File: config.mk
export PLATFORM = sky130hd
export DESIGN_NAME = conv_sched_flat
export DESIGN_NICKNAME = d
export VERILOG_FILES = /design/src/rtl/conv_pkg.sv /design/src/rtl/conv_sched_if.sv /design/src/rtl/conv_tap_delay.sv /design/src/rtl/conv_sched.sv /design/src/flat_wrapper.sv
export SDC_FILE = /design/constraint.sdc
export NUM_CORES = 1
export LEC_CHECK = 0
export CAP_MARGIN = 25
export CORE_UTILIZATION = 49
export DETAILED_ROUTE_END_ITERATION = 12
export DONT_BUFFER_PORTS = 1
export GPL_ROUTABILITY_DRIVEN = 0
export SYNTH_ARGS = -nofsm -noshare
export SYNTH_HDL_FRONTEND = slang
export SYNTH_HIERARCHICAL = 1
export SYNTH_SLANG_ARGS = --single-unit
File: constraint.sdc
create_clock -name clk -period 5.7 [get_ports clk]
set_clock_uncertainty 0.05 [all_clocks]
set_input_delay 1.14 -clock clk [delete_from_list [all_inputs] [get_ports clk]]
set_output_delay 1.14 -clock clk [all_outputs]
set_load 0.01 [all_outputs]
File: src/rtl/conv_pkg.sv
// Shared types and default geometry for the convolution window scheduler.
// Output dimensions are derived here so every file agrees on OW/OH.
package conv_pkg;

  typedef enum logic [2:0] {
    StIdle,
    StFetch,
    StWait,
    StWrite,
    StDone
  } conv_state_e;

  localparam int unsigned DefImgW   = 8;
  localparam int unsigned DefImgH   = 8;
  localparam int unsigned DefK      = 3;
  localparam int unsigned DefMemLat = 1;
  localparam int unsigned DefAddrW  = 6;

  // Number of valid (no padding) kernel positions along one image axis.
  function automatic int unsigned out_dim(int unsigned img, int unsigned k);
    return img - k + 1;
  endfunction

endpackage

File: src/rtl/conv_sched_if.sv
// Control/memory-side signal bundle of the convolution scheduler.
// master = scheduler side, slave = environment (memory, MAC, write-back).
interface conv_sched_if #(
  parameter int unsigned ADDR_W = 6
);

  logic              start;
  logic              stall;
  logic              busy;
  logic              done;
  logic              rd_en;
  logic [ADDR_W-1:0] rd_addr;
  logic [3:0]        k_idx;
  logic              mac_clr;
  logic              mac_en;
  logic              wr_en;
  logic [ADDR_W-1:0] wr_addr;

  modport master (
    input  start, stall,
    output busy, done, rd_en, rd_addr, k_idx, mac_clr, mac_en, wr_en, wr_addr
  );

  modport slave (
    output start, stall,
    input  busy, done, rd_en, rd_addr, k_idx, mac_clr, mac_en, wr_en, wr_addr
  );

endinterface

File: src/rtl/conv_tap_delay.sv
// Fixed-depth shift register that lines tap control up with memory read data.
module conv_tap_delay #(
  parameter int unsigned MEM_LAT = 1,
  parameter int unsigned WIDTH   = 6
) (
  input  logic             clk,
  input  logic             rst,
  input  logic [WIDTH-1:0] din,
  output logic [WIDTH-1:0] dout
);

  logic [WIDTH-1:0] pipe_q [MEM_LAT];

  always_ff @(posedge clk or posedge rst) begin
    if (rst) begin
      for (int i = 0; i < int'(MEM_LAT); i++) begin
        pipe_q[i] <= '0;
      end
    end else begin
      pipe_q[0] <= din;
      for (int i = 1; i < int'(MEM_LAT); i++) begin
        pipe_q[i] <= pipe_q[i-1];
      end
    end
  end

  assign dout = pipe_q[MEM_LAT-1];

endmodule

File: src/rtl/conv_sched.sv
// Sliding-window scheduler: walks every KxK window of an image, issuing tap
// reads, MAC controls aligned to read data, and one result write per window.
module conv_sched
  import conv_pkg::*;
#(
  parameter int unsigned IMG_W   = DefImgW,
  parameter int unsigned IMG_H   = DefImgH,
  parameter int unsigned K       = DefK,
  parameter int unsigned ADDR_W  = DefAddrW,
  parameter int unsigned MEM_LAT = DefMemLat
) (
  input logic          clk,
  input logic          rst,
  conv_sched_if.master bus
);

  localparam int unsigned OW    = out_dim(IMG_W, K);
  localparam int unsigned OH    = out_dim(IMG_H, K);
  localparam int unsigned KK    = K * K;
  localparam int unsigned WaitW = $clog2(MEM_LAT + 2);
  localparam int unsigned TapW  = 6;

  typedef logic [ADDR_W-1:0] addr_t;

  conv_state_e      state_q, state_d;
  addr_t            orow_q, orow_d, ocol_q, ocol_d;
  addr_t            r_q, r_d, c_q, c_d;
  logic [3:0]       tap_q, tap_d;
  logic [WaitW-1:0] wait_q, wait_d;

  logic             issue, last_tap, last_win;
  logic [TapW-1:0]  tap_in, tap_out;

  assign issue    = (state_q == StFetch) && !bus.stall;
  assign last_tap = (tap_q == 4'(KK - 1));
  assign last_win = (orow_q == addr_t'(OH - 1)) && (ocol_q == addr_t'(OW - 1));

  always_ff @(posedge clk or posedge rst) begin
    if (rst) begin
      state_q <= StIdle;
      orow_q  <= '0;
      ocol_q  <= '0;
      r_q     <= '0;
      c_q     <= '0;
      tap_q   <= '0;
      wait_q  <= '0;
    end else begin
      state_q <= state_d;
      orow_q  <= orow_d;
      ocol_q  <= ocol_d;
      r_q     <= r_d;
      c_q     <= c_d;
      tap_q   <= tap_d;
      wait_q  <= wait_d;
    end
  end

  always_comb begin
    state_d = state_q;
    orow_d  = orow_q;
    ocol_d  = ocol_q;
    r_d     = r_q;
    c_d     = c_q;
    tap_d   = tap_q;
    wait_d  = wait_q;
    unique case (state_q)
      StIdle: begin
        if (bus.start) begin
          state_d = StFetch;
          orow_d  = '0;
          ocol_d  = '0;
          r_d     = '0;
          c_d     = '0;
          tap_d   = '0;
        end
      end
      StFetch: begin
        if (!bus.stall) begin
          if (last_tap) begin
            state_d = StWait;
            wait_d  = '0;
            r_d     = '0;
            c_d     = '0;
            tap_d   = '0;
          end else begin
            tap_d = tap_q + 4'd1;
            if (c_q == addr_t'(K - 1)) begin
              c_d = '0;
              r_d = r_q + addr_t'(1);
            end else begin
              c_d = c_q + addr_t'(1);
            end
          end
        end
      end
      // Fixed length so the last tap's data has landed in the MAC before write.
      StWait: begin
        wait_d = wait_q + WaitW'(1);
        if (wait_q == WaitW'(MEM_LAT)) begin
          state_d = StWrite;
        end
      end
      StWrite: begin
        if (!bus.stall) begin
          if (last_win) begin
            state_d = StDone;
            orow_d  = '0;
            ocol_d  = '0;
          end else begin
            state_d = StFetch;
            if (ocol_q == addr_t'(OW - 1)) begin
              ocol_d = '0;
              orow_d = orow_q + addr_t'(1);
            end else begin
              ocol_d = ocol_q + addr_t'(1);
            end
          end
        end
      end
      StDone:  state_d = StIdle;
      default: state_d = StIdle;
    endcase
  end

  assign bus.busy    = (state_q == StFetch) || (state_q == StWait) || (state_q == StWrite);
  assign bus.done    = (state_q == StDone);
  assign bus.rd_en   = issue;
  assign bus.rd_addr = (state_q == StFetch) ?
                       (orow_q + r_q) * addr_t'(IMG_W) + ocol_q + c_q : '0;
  assign bus.wr_en   = (state_q == StWrite) && !bus.stall;
  assign bus.wr_addr = (state_q == StWrite) ? orow_q * addr_t'(OW) + ocol_q : '0;

  assign tap_in = {issue && (tap_q == 4'd0), issue, issue ? tap_q : 4'd0};

  conv_tap_delay #(
    .MEM_LAT (MEM_LAT),
    .WIDTH   (TapW)
  ) u_tap_delay (
    .clk  (clk),
    .rst  (rst),
    .din  (tap_in),
    .dout (tap_out)
  );

  assign {bus.mac_clr, bus.mac_en, bus.k_idx} = tap_out;

endmodule

File: src/flat_wrapper.sv
// flat-port wrapper written by rule: the top's interface ports become plain ports
module conv_sched_flat import conv_pkg::*;
#(
  parameter int unsigned IMG_W   = DefImgW,
  parameter int unsigned IMG_H   = DefImgH,
  parameter int unsigned K       = DefK,
  parameter int unsigned ADDR_W  = DefAddrW,
  parameter int unsigned MEM_LAT = DefMemLat
)
  (clk, rst, bus_start, bus_stall, bus_busy, bus_done, bus_rd_en, bus_rd_addr, bus_k_idx, bus_mac_clr, bus_mac_en, bus_wr_en, bus_wr_addr);
  conv_sched_if #(.ADDR_W(ADDR_W)) bus_i ();
  input logic clk;
  input logic rst;
  input wire logic [$bits(bus_i.start)-1:0] bus_start;
  input wire logic [$bits(bus_i.stall)-1:0] bus_stall;
  output wire logic [$bits(bus_i.busy)-1:0] bus_busy;
  output wire logic [$bits(bus_i.done)-1:0] bus_done;
  output wire logic [$bits(bus_i.rd_en)-1:0] bus_rd_en;
  output wire logic [$bits(bus_i.rd_addr)-1:0] bus_rd_addr;
  output wire logic [$bits(bus_i.k_idx)-1:0] bus_k_idx;
  output wire logic [$bits(bus_i.mac_clr)-1:0] bus_mac_clr;
  output wire logic [$bits(bus_i.mac_en)-1:0] bus_mac_en;
  output wire logic [$bits(bus_i.wr_en)-1:0] bus_wr_en;
  output wire logic [$bits(bus_i.wr_addr)-1:0] bus_wr_addr;
  assign bus_i.start = bus_start;
  assign bus_i.stall = bus_stall;
  assign bus_busy = bus_i.busy;
  assign bus_done = bus_i.done;
  assign bus_rd_en = bus_i.rd_en;
  assign bus_rd_addr = bus_i.rd_addr;
  assign bus_k_idx = bus_i.k_idx;
  assign bus_mac_clr = bus_i.mac_clr;
  assign bus_mac_en = bus_i.mac_en;
  assign bus_wr_en = bus_i.wr_en;
  assign bus_wr_addr = bus_i.wr_addr;
  conv_sched #(.IMG_W(IMG_W), .IMG_H(IMG_H), .K(K), .ADDR_W(ADDR_W), .MEM_LAT(MEM_LAT)) u_core (.clk(clk), .rst(rst), .bus(bus_i));
endmodule
==> impl_metrics.toml <==
[cts]
cts_buffer_depth = 2
cts_sinks = 36
clk_pin_slew_ns = 0.08
cts_tree = "built"
ctsResizeCount = 0
insertion_delay_ns = 0.29
cts_setup_buffers = 0
ctsHoldBuffers = 0
cts_buffers = 5
root_buffer = "clkbuf_8"
cts_max_level = 2

[drt]
drc = 0
wl_mm = 5.32
vias_per_cell = 5.69
first_iter_violations = 85
antenna_left = 0
vias = 1933
drt_pass1_iterations = 4
wl_per_cell_um = 15.6

[synthesis]
synth_cell_type_count = 55
synth-seq-cells = 36
ys.flop_type = "dfrtp_1"
synthArstFlopShare = 1.00
synth_top_cell_by_area = "dfrtp_1"
yosysTopAreaCellShare = 0.349
seq_area_frac_synth = 0.349
synth_nets = 305
ys_warn_count = 6
netlist_area_um2 = 2580
syn_area_per_cell_um2 = 9.60
synth_edf_count = 0
postSynthCellCount = 269
synth.area.top_cells = "dfrtp_1 (35%), ha_1 (13%), fa_1 (4.7%), inv_1 (3.9%), xnor2_1 (3.4%)"

[critical_path]
cp_cell_sequence = "ha_1 -> inv_1 -> fa_1 -> fa_1 -> inv_1 -> ha_1 -> a21oi_1 -> xnor2_1 -> nor2_1"
critPathRequiredTime_ns = 4.51
slowest_stage = "fa_1"
critPathMaxStageDelay_ns = 0.50
critPathMaxFanout = 6
cp_top_family = "adder cells"
worst-setup-path-type = "register to primary output"
crit_path_end_kind = "primary output"
crit_arrival_ns = 2.74
critPathBufInv = 2
cp-start-kind = "register"

[timing]
timing.hold.ws_ns = 0.438
drv_slew = 0
finalCriticalPeriod_ns = 3.93
hold_viol = 0
tightest_slew_ns = 0.826
slew_headroom = 0.446
rsz0062_at_grt = "no"
fin_ws_ns = 1.77
tns_ns = 0
min_period_over_period = 0.690
max_freq_mhz = 254
setup_viol = 0

[global_routing]
grt_max_degree = 31
antenna_found_initial = 0
grt_pass1_wl_mm = 8.87
grtUsageTotal = 0.217
grt_pass1_vias = 1804
overflow = 0

[placed_design]
port_buffers = 0
dp_hpwl_mm = 3.96
pre_cts_slack_ns = 2.07

[power_and_ir_drop]
p_sw_mw = 0.470
combPwrFrac = 0.422
power_density_nw_per_um2 = 397
p_leak_nw = 1.29
internal_power_mw = 0.621
power_frac_clock = 0.209
p_sw_frac = 0.431
seqPwrFrac = 0.368
ir_drop_mv = 0.166

[min_path]
hold_class = "register to register"

[floorplanning]
floorplan.initialDensity = 0.509
fp.dieH_um = 74.6
core_area_um2 = 5070
num_rows = 26
die-area_um2 = 5560
io_pins = 26
die_w_um = 74.6

[final_layout]
seq_area_um2 = 901
multiInputGateArea_um2 = 1530
final_nets = 305
drive_gt1_frac = 0.0630
diodes = 0
fill_cells = 488
areaGrowthSynthToFinish_pct = 6.30
final_cell_mix = "dfrtp_1 (36), inv_1 (27), ha_1 (26)"
final_util = 0.541
final_common_cell = "dfrtp_1"

[run_status]
outcome = "finished, final reports clean"

[job]
cap_violations = 0
registers in the layout (all words and copies together) (netlist names):
| signal | cells |
|---|---|
| u_core/r_q | 3 |
| u_core/u_tap_delay/dout | 6 |
| u_core/orow_q | 6 |
| u_core/tap_q | 4 |
| u_core/state_q | 3 |
| u_core/c_q | 6 |
| u_core/ocol_q | 6 |
| u_core/wait_q | 2 |
power by group through the flow:
stage	clock, mW	combinational [mW]	sequential, mW
final	0.228	0.461	0.401
after global routing	0.248	0.529	0.412
after CTS	0.235	0.459	0.399
after detailed placement	0	0.456	0.405
after global placement	0	0.454	0.403
after floorplan	0	0.402	0.367
synthesized netlist by cell type (all sizes together), types with 3 or more instances:
| master | instances |
|---|---|
| nor3 | 4 |
| dfrtp | 36 |
| and3 | 4 |
| and2 | 7 |
| mux2i | 4 |
| a21oi | 11 |
| fa | 6 |
| nand2 | 10 |
| nor4 | 4 |
| xnor2 | 10 |
| ha | 26 |
| inv | 27 |
| nor2 | 21 |
| nand3 | 11 |
| nor2b | 6 |
| o31ai | 3 |
| a21o | 7 |
| xor2 | 5 |
| clkbuf | 4 |
| o21ai | 13 |
| nand3b | 3 |
| buf | 5 |
| o22ai | 5 |
worst paths after layout:
path,from,endpoint,slack [ns],cells after the start
worst max-delay path,u_core/orow_q[0]$_DFFE_PP0P_,bus_rd_addr[5],1.77,9
worst min-delay path,u_core/tap_q[3]$_DFFE_PP0P_,u_core/u_tap_delay/dout[5]$_DFF_PP0_,0.44,1
worst max register to register,u_core/state_q[0]$_DFFE_PP0P_,u_core/r_q[0]$_DFFE_PP0P_,3.19,4
worst min register to register,u_core/tap_q[3]$_DFFE_PP0P_,u_core/u_tap_delay/dout[5]$_DFF_PP0_,0.44,1
max in group asynchronous,rst,u_core/r_q[2]$_DFFE_PP0P_,4.54,2
min in group asynchronous,rst,u_core/u_tap_delay/dout[1]$_DFF_PP0_,0.58,1
cell families after synthesis:
family | after synthesis | synth area share
and+or+nand+nor | 87 | 0.193
muxes | 5 | 0.0199
xor gates and xnor gates | 16 | 0.0596
buffers and inverters | 36 | 0.0581
AOI/OAI and AO/OA | 57 | 0.148
DFF | 36 | 0.349
adders and majority gates | 32 | 0.172
final cells by class:
cell class                      instances  area share
Inverter                               27      0.0369
Tap cell                               70      0.0319
Clock buffer                            5      0.0251
Clock inverter                          3      0.0155
Multi-Input combinational cell        197       0.558
Timing Repair Buffer                    2     0.00456
Sequential cell                        36       0.328
metal layers:
layer,share of wire,vias up,track usage
met5,0,-,0
met4,0.013,0,0.0755
met3,0.041,6,0.0542
met2,0.48,44,0.352
met1,0.46,938,0.282
li1,-,945,-
per-stage QoR:
step	instance area [um^2]	power (mW)	cells
after CTS	2740	1.09	339
after detailed placement	2630	0.861	331
final	2750	1.09	340
after global routing	2750	1.19	340
after global placement	2630	0.858	331
after floorplan	2580	0.769	269
worst register-to-register path: stages (launching register included):
cell	delay (ns)
dfrtp_1	0.63
or3b_1	0.60
nor2_2	0.51
a21oi_1	0.27
mux2_2	0.33
No activity file was read; power rests on OpenSTA's default activity.
